[src/rtl/mult_digit_sequencer.sv]
// Sequential WIDTH x WIDTH unsigned multiplier built around one 2x2 combinational
// multiplier cell, with valid/ready handshakes on both the operand and result sides.

module multiplier (
  input  logic [1:0] A,
  input  logic [1:0] B,
  output logic [3:0] P
);
  assign P = {2'b00, A} * {2'b00, B};
endmodule

module mult_digit_sequencer #(
  parameter int WIDTH = 8,
  parameter int DIGIT = 2
) (
  input  logic               clk,
  input  logic               rst_n,
  input  logic               in_valid,
  output logic               in_ready,
  input  logic [WIDTH-1:0]   a,
  input  logic [WIDTH-1:0]   b,
  output logic               out_valid,
  input  logic               out_ready,
  output logic [2*WIDTH-1:0] p,
  output logic               busy,
  output logic [15:0]        op_count
);

  localparam int N  = WIDTH / DIGIT;
  localparam int PW = 2 * WIDTH;
  localparam int IW = (N > 1) ? $clog2(N) : 1;
  localparam logic [IW-1:0] LAST = IW'(N - 1);

  generate
    if (DIGIT != 2) begin : g_bad_digit
      $error("mult_digit_sequencer: DIGIT must be 2 to match the multiplier cell");
    end
    if (WIDTH < DIGIT || (WIDTH % DIGIT) != 0) begin : g_bad_width
      $error("mult_digit_sequencer: WIDTH must be a positive multiple of DIGIT");
    end
  endgenerate

  typedef enum logic [1:0] {
    IDLE = 2'd0,
    RUN  = 2'd1,
    DONE = 2'd2
  } state_t;

  state_t            state;
  logic [WIDTH-1:0]  a_q;
  logic [WIDTH-1:0]  b_q;
  logic [PW-1:0]     acc;
  logic [IW-1:0]     i;
  logic [IW-1:0]     j;

  logic [1:0]        dig_a;
  logic [1:0]        dig_b;
  logic [3:0]        prod;
  logic [IW:0]       ij_sum;
  logic [PW-1:0]     pp;
  logic [PW-1:0]     sum;

  assign dig_a = a_q[DIGIT*i +: DIGIT];
  assign dig_b = b_q[DIGIT*j +: DIGIT];

  multiplier u_mult (
    .A(dig_a),
    .B(dig_b),
    .P(prod)
  );

  // Digit pair (i,j) carries weight 2^(DIGIT*(i+j)) in the final product.
  assign ij_sum = {1'b0, i} + {1'b0, j};
  assign pp     = PW'(prod) << (DIGIT * ij_sum);
  assign sum    = acc + pp;

  assign in_ready  = (state == IDLE);
  assign out_valid = (state == DONE);
  assign busy      = (state != IDLE);

  always_ff @(posedge clk or negedge rst_n) begin
    if (!rst_n) begin
      state    <= IDLE;
      a_q      <= '0;
      b_q      <= '0;
      acc      <= '0;
      i        <= '0;
      j        <= '0;
      p        <= '0;
      op_count <= '0;
    end else begin
      case (state)
        IDLE: begin
          if (in_valid) begin
            a_q   <= a;
            b_q   <= b;
            acc   <= '0;
            i     <= '0;
            j     <= '0;
            state <= RUN;
          end
        end
        RUN: begin
          acc <= sum;
          if (j == LAST) begin
            j <= '0;
            if (i == LAST) begin
              p     <= sum;
              state <= DONE;
            end else begin
              i <= i + 1'b1;
            end
          end else begin
            j <= j + 1'b1;
          end
        end
        DONE: begin
          if (out_ready) begin
            state <= IDLE;
            if (op_count != 16'hFFFF) begin
              op_count <= op_count + 16'd1;
            end
          end
        end
        default: state <= IDLE;
      endcase
    end
  end

endmodule

[config.mk]
export PLATFORM = sky130hd
export DESIGN_NAME = mult_digit_sequencer
export DESIGN_NICKNAME = d
export VERILOG_FILES = /design/src/rtl/mult_digit_sequencer.sv
export SDC_FILE = /design/constraint.sdc
export NUM_CORES = 1
export LEC_CHECK = 0
export CELL_PAD_IN_SITES_DETAIL_PLACEMENT = 1
export CELL_PAD_IN_SITES_GLOBAL_PLACEMENT = 1
export CORE_MARGIN = 2
export CORE_UTILIZATION = 43
export CTS_CLUSTER_DIAMETER = 60
export DETAILED_ROUTE_END_ITERATION = 8
export PLACE_DENSITY = 0.82
export SYNTH_ARGS = -nofsm -noshare
export SYNTH_HDL_FRONTEND = slang
export SYNTH_HIERARCHICAL = 1
export SYNTH_SLANG_ARGS = --single-unit
[constraint.sdc]
create_clock -name clk -period 4.06 [get_ports clk]
set_clock_uncertainty 0.15 [all_clocks]
set_input_delay 1.218 -clock clk [delete_from_list [all_inputs] [get_ports clk]]
set_output_delay 1.218 -clock clk [all_outputs]
set_load 0.02 [all_outputs]
; ---- Word-level counts from Yosys, hierarchy flattened
; Index checks and enable logic that the tools add are counted.
[op_classes]
n_reduce_logical = 9
n_bitwise = 0
n_lt_le_gt_ge = 0
addsub = 5
shift = 3
muxes = 13
n_div = 0
n_eq_ne = 10
multipliers = 1
[op_table]
columns = operator, n
row1 = $pmux W16 S2, 1
row2 = $add A16 B1 Y16 const B, 1
row3 = $add A16 B16 Y16, 1
row4 = $mux W16, 1
row5 = $mux W2, 8
row6 = $ne A16 B16 Y1 const B, 1
row7 = $shiftx A8 B4 Y2, 2
row8 = $shl A4 B4 Y16, 1
row9 = $ne A2 B2 Y1 const B, 4
row10 = $pmux W2 S2, 2
row11 = $reduce_and A4 Y1, 2
row12 = $eq A2 B2 Y1 const B, 3
row13 = $pmux W2 S3, 1
row14 = $reduce_and A3 Y1, 2
row15 = $add A2 B1 Y2 const B, 2
row16 = $mul A2 B2 Y4, 1
row17 = $reduce_and A2 Y1, 2
row18 = $reduce_bool A2 Y1, 2
row19 = $add A2 B2 Y3, 1
row20 = $eq A2 B1 Y1 const B, 1
row21 = $logic_not A2 Y1, 1
row22 = $ne A2 B1 Y1 const B, 1
[totals]
ff_bits = 70
input_bits = 20
latchBits = 0
n_memories = 0
out_inout_bits = 35
mem_bits_rw = 0
rom_bits = 0

; ---- Logic depth before layout (Yosys ltp)
[logic_depth]
word_depth = 5
depth_mapped = 15

; ---- Cells and area by module
; The synthesis kept the hierarchy.
[modules_own_cells]
columns = module, n_inst, seq_area_each_um2, cells_each, area_each_um2
row1 = mult_digit_sequencer, 1, 1751.7, 369, 3776.1
row2 = multiplier, 1, 0.0, 6, 50.0

; ---- Worst setup path after synthesis
; OpenSTA, ideal clock, no wires.
[synth_timing]
path_kind = register to register
start = register i[0]
end = register acc[10]
t_arrival_ps = 3185
path_stages_with_launch = 14
t_required_ps = 3776
n_path_buf = 0
path_slack_ps = 591
cell_sequence = dfrtp_1 mux4_2 and2_1 ha_1 ha_1 mux2i_1 nor2_1 ha_1 a21o_1 nor3b_1 o21bai_1 nor2b_1 xor2_1 o22ai_1
[synth_via]
elab_chain_len = 5
elab_cells_between_ends = 6
classes_between = add/sub (2) / mul (1) / shift (2) / mux (1)
[synth_rtl]
columns = element, line
row1 = "start, declared", 53  ; logic [IW-1:0] i;
row2 = "start signal, assigned", 111  ; i <= i + 1'b1;
row3 = $shiftx A8 B4 Y2, 63  ; assign dig_a = a_q[DIGIT*i +: DIGIT];
row4 = via dig_a[0], 56  ; logic [1:0] dig_a;
row5 = $mul A2 B2 Y4, 9  ; assign P = {2'b00, A} * {2'b00, B};
row6 = via prod[2], 58  ; logic [3:0] prod;
row7 = $shl A4 B4 Y16, 74  ; assign pp = PW'(prod) << (DIGIT * ij_sum);
row8 = $add A16 B16 Y16, 75  ; assign sum = acc + pp;
row9 = $pmux W16 S2, 92  ; case (state)
row10 = "end signal, assigned", 104  ; acc <= sum;
row11 = "end, declared", 52  ; logic [PW-1:0] acc;
; The timed path passes the listed nets, and every way through them passes these cells.
; A chain may end at the register's enable or synchronous reset.

; ---- Final worst setup path
[layout_timing]
start = register i[0]
end = register acc[14]
; The elaborated chain is that of the path after synthesis.

==> impl_results.md <==
- Status: completed
- Final WL: 9120 um
- Dpl hpwl: 6670 um
- Largest area contributor in the netlist: dfrtp_1
- Storage cell area: 1750 sq um
- Antenna violations before repair: 0
- Register area share after synthesis: 45.8%
- H-tree depth: 3
- CP Data Arrival Time: 3.87 ns
- Fraction of layout cells with a size suffix above 1: 14.3%
- Max Slew Vio Count: 0
- Internal Power: 2.12 mW
- Worst slew margin: 35.7%
- Min-delay worst type: reg -> reg
- Post-route minimum period: 3.83 ns
- Switching share of power: 42.5%
- Area grow syn2layout: 22.6%
- Psw: 1.57 mW
- Final net count: 473
- Fraction of registers with async set or reset after synthesis: 100%
- Longest Clk Path Bufs: 2
- Syn_area_per_cell: 10.2 sq um
- Fmax: 0.261 GHz
- Die W: 98.3 um
- Vias in the first global route: 3,188
- CTS clk-pin slew, worst paths: 0.08 ns
- Seq cells post-synth: 70
- Clk sink count: 70
- Final setup fails: 0
- Startpoint Class: register
- Critical path's slowest cell: mux4_2
- Post-synth top cells: dfrtp_1, nand2_1, o21ai_0, ha_1, nor2_1
- Fin crit share: 94.3%
- Fillers: 1,000
- Number of synthesized flops with an enable pin: 0
- N_diodes: 0
- DR vias/cell: 5.45
- Setup TNS: 0 ns
- Via count: 2,955
- Residual DRC count: 0
- Avg WL per Cell: 16.8 um
- Maxcap violations: 0
- Clock power frac: 15.6%
- Initial DRC count: 80
- Post-Syn Instances: 375
- First-pass GRT wire length: 15,600 um
- CTS tree: built
- Die Footprint: 9670 sq um
- DRT Pass-1 Iters: 4
- Post-DRT Antenna Nets: 0
- Critical Path RT: 4.10 ns
- Share of total power in combinational logic: 53.1%
- Gate family responsible for the most delay along the worst path: compound AO/OA/AOI/OAI gates
- Critical Path Fanout Max: 4
- Seq pwr share: 31.3%
- CP Capture Type: register
- Area after DPL: 4470 sq um
- Total gr overflow: 0
- Final Hold Vio Count: 0
- Area contributors post-synth: dfrtp_1, ha_1, nand2_1, mux2_2, xnor2_1
- Largest net degree at the start of global routing: 38
- Post-synth top area share: 45.8%
- Worst path cell trace: mux4_2 -> and2_1 -> ha_1 -> ha_1 -> mux2i_1 -> nor2_1 -> ha_1 -> a21oi_1 -> o21ai_0 -> a41oi_1 -> o21ai_1 -> xnor2_1 -> o21ai_0
- Most numerous cell in the Yosys netlist: dfrtp_1
- Static leakage: 2.00 nW
- Primary FF master, synth: dfrtp_1
- Post-CTS Hold Fix Bufs: 0
- Syn nets: 418
- Worst Path Buf+Inv: 0
- Initial core utilization: 44.1%
- TritonCTS Buffers: 9
- Core area: 8680 sq um
- CP max stage delay: 0.54 ns
- Input/output buffers: 54
- Kind of critical path: reg -> reg
- Cell row count: 34
- Peak VDD IR: 326 uV
- Synth warnings: 6
- Clk_lat worst skew: 0.36 ns
- GP Congestion: 0.888
- RSZ-0062 raised after global routing: no
- Final Cell Area: 4690 sq um
- Synth unique cells: 48
- CTS root buf: clkbuf_8
- GRT Total Usage: 20.0%
- Power density cells: 788 nW/um^2
- Post-Syn Area: 3830 sq um
- Slew @ Worst Pin: 0.964 ns
- Crit-path most repeated cell: ha_1
- Area of the multi-input gates: 2000 sq um
- Die Y: 98.3 um
- Boundary Pins: 55
[power by group through the flow]
| stage | clock network, mW | registers [mW] | logic [mW] |
|---|---|---|---|
| 3_3_place_gp | 0 | 1.16 | 1.85 |
| 6_report | 0.577 | 1.16 | 1.96 |
| 3_5_place_dp | 0 | 1.17 | 1.94 |
| 5_1_grt | 0.614 | 1.19 | 2.18 |
| 4_1_cts | 0.585 | 1.16 | 1.95 |
| 2_1_floorplan | 0 | 1.20 | 1.31 |
[registers in the layout, summed over array words and instances, names as in the netlist]
register / count
acc: 16
op_count: 16
p: 16
a_q: 8
b_q: 8
i: 2
j: 2
state: 2
[cells in the final DEF, fill, tap and decap left out, types with 2 or more instances in the layout]
cell type        synthesis  final
a21o_1                   2      2
nor2_1                  20     20
nor3_1                   5      5
dfrtp_2                  0      2
ha_1                    21     21
and3_2                   2      2
buf_4                    0      3
clkdlybuf4s50_1          0     53
clkinvlp_4               0      2
and2_1                   6      6
o21ai_2                  1      2
a21oi_1                 15     15
clkbuf_8                 0     10
o21a_1                   4      4
o21ai_1                  8      7
mux2_2                  19     19
a31oi_1                  4      4
nor2b_1                  3      3
nand2b_1                 6      6
o31ai_1                  2      2
dfrtp_1                 70     68
and3_4                   2      2
xnor2_1                 16     16
fa_1                     2      2
inv_1                    6      6
nand3_1                 16     16
o21ai_0                 23     23
o22ai_1                 10     10
mux4_2                   4      4
nand2_1                 58     58
a22o_1                   3      3
xor2_1                  13     13
[per-layer routing]
layer	global-route usage, %	wire length (um)
met5	0	0
met3	3.79	311
met4	6.01	108
met2	34.1	4630
met1	25.8	4070
[stage by stage]
step	utilization, %	setup WS (ns)	cells	power [mW]	hold WS, ns
3_5_place_dp	51.5	0.0941	526	3.11	0.320
2_1_floorplan	-	0.591	375	2.51	0.306
5_1_grt	54.0	0.0205	542	3.98	0.377
6_report	54.0	0.232	542	3.69	0.329
3_3_place_gp	51.5	0.283	526	3.01	0.311
4_1_cts	53.8	0.0259	541	3.70	0.337
[repair_timing]
action                                  CTS  global route
endpoints found under the setup margin    0            17
resized for setup                         0             5
buffers inserted                          0             1
[cells by family after synthesis]
kind of cell | synth area share (%)
XOR/XNOR | 6.64
flip-flops | 45.8
AO/OA/AOI/OAI | 13.2
multiplexers | 8.47
adder cells (fa/ha/maj) | 7.91
AND/OR/NAND/NOR | 15.8
buffers and inverters | 2.16
[path summary, 6_finish.rpt]
path                             from      endpoint  slack [ns]  cells past startpoint
worst max-delay path             i[0]       acc[14]        0.23                     13
worst min-delay path             p[8]          p[8]        0.33                      2
worst max register to register   i[0]       acc[14]        0.23                     13
worst min register to register   p[8]          p[8]        0.33                      2
max in group asynchronous       rst_n  op_count[15]        2.31                      2
min in group asynchronous       rst_n         p[12]        0.78                      1
[layout make-up]
type | count | area share [%]
Inverter | 6 | 0.480
Clock buffer | 10 | 2.93
Sequential cell | 70 | 37.4
Timing Repair Buffer | 58 | 12.3
Multi-Input combinational cell | 285 | 42.7
Clock inverter | 5 | 1.25
Tap cell | 108 | 2.88
[worst register-to-register path, stage by stage, from the launching register on]
cell and delay [ns]:
dfrtp_2 0.43, mux4_2 0.54, and2_1 0.20, ha_1 0.20, ha_1 0.21, mux2i_1 0.32
nor2_1 0.12, ha_1 0.35, a21oi_1 0.21, o21ai_0 0.21, a41oi_1 0.26, o21ai_1 0.11
xnor2_1 0.24, o21ai_0 0.11
Note: power is estimated with default switching activity, not from simulation.
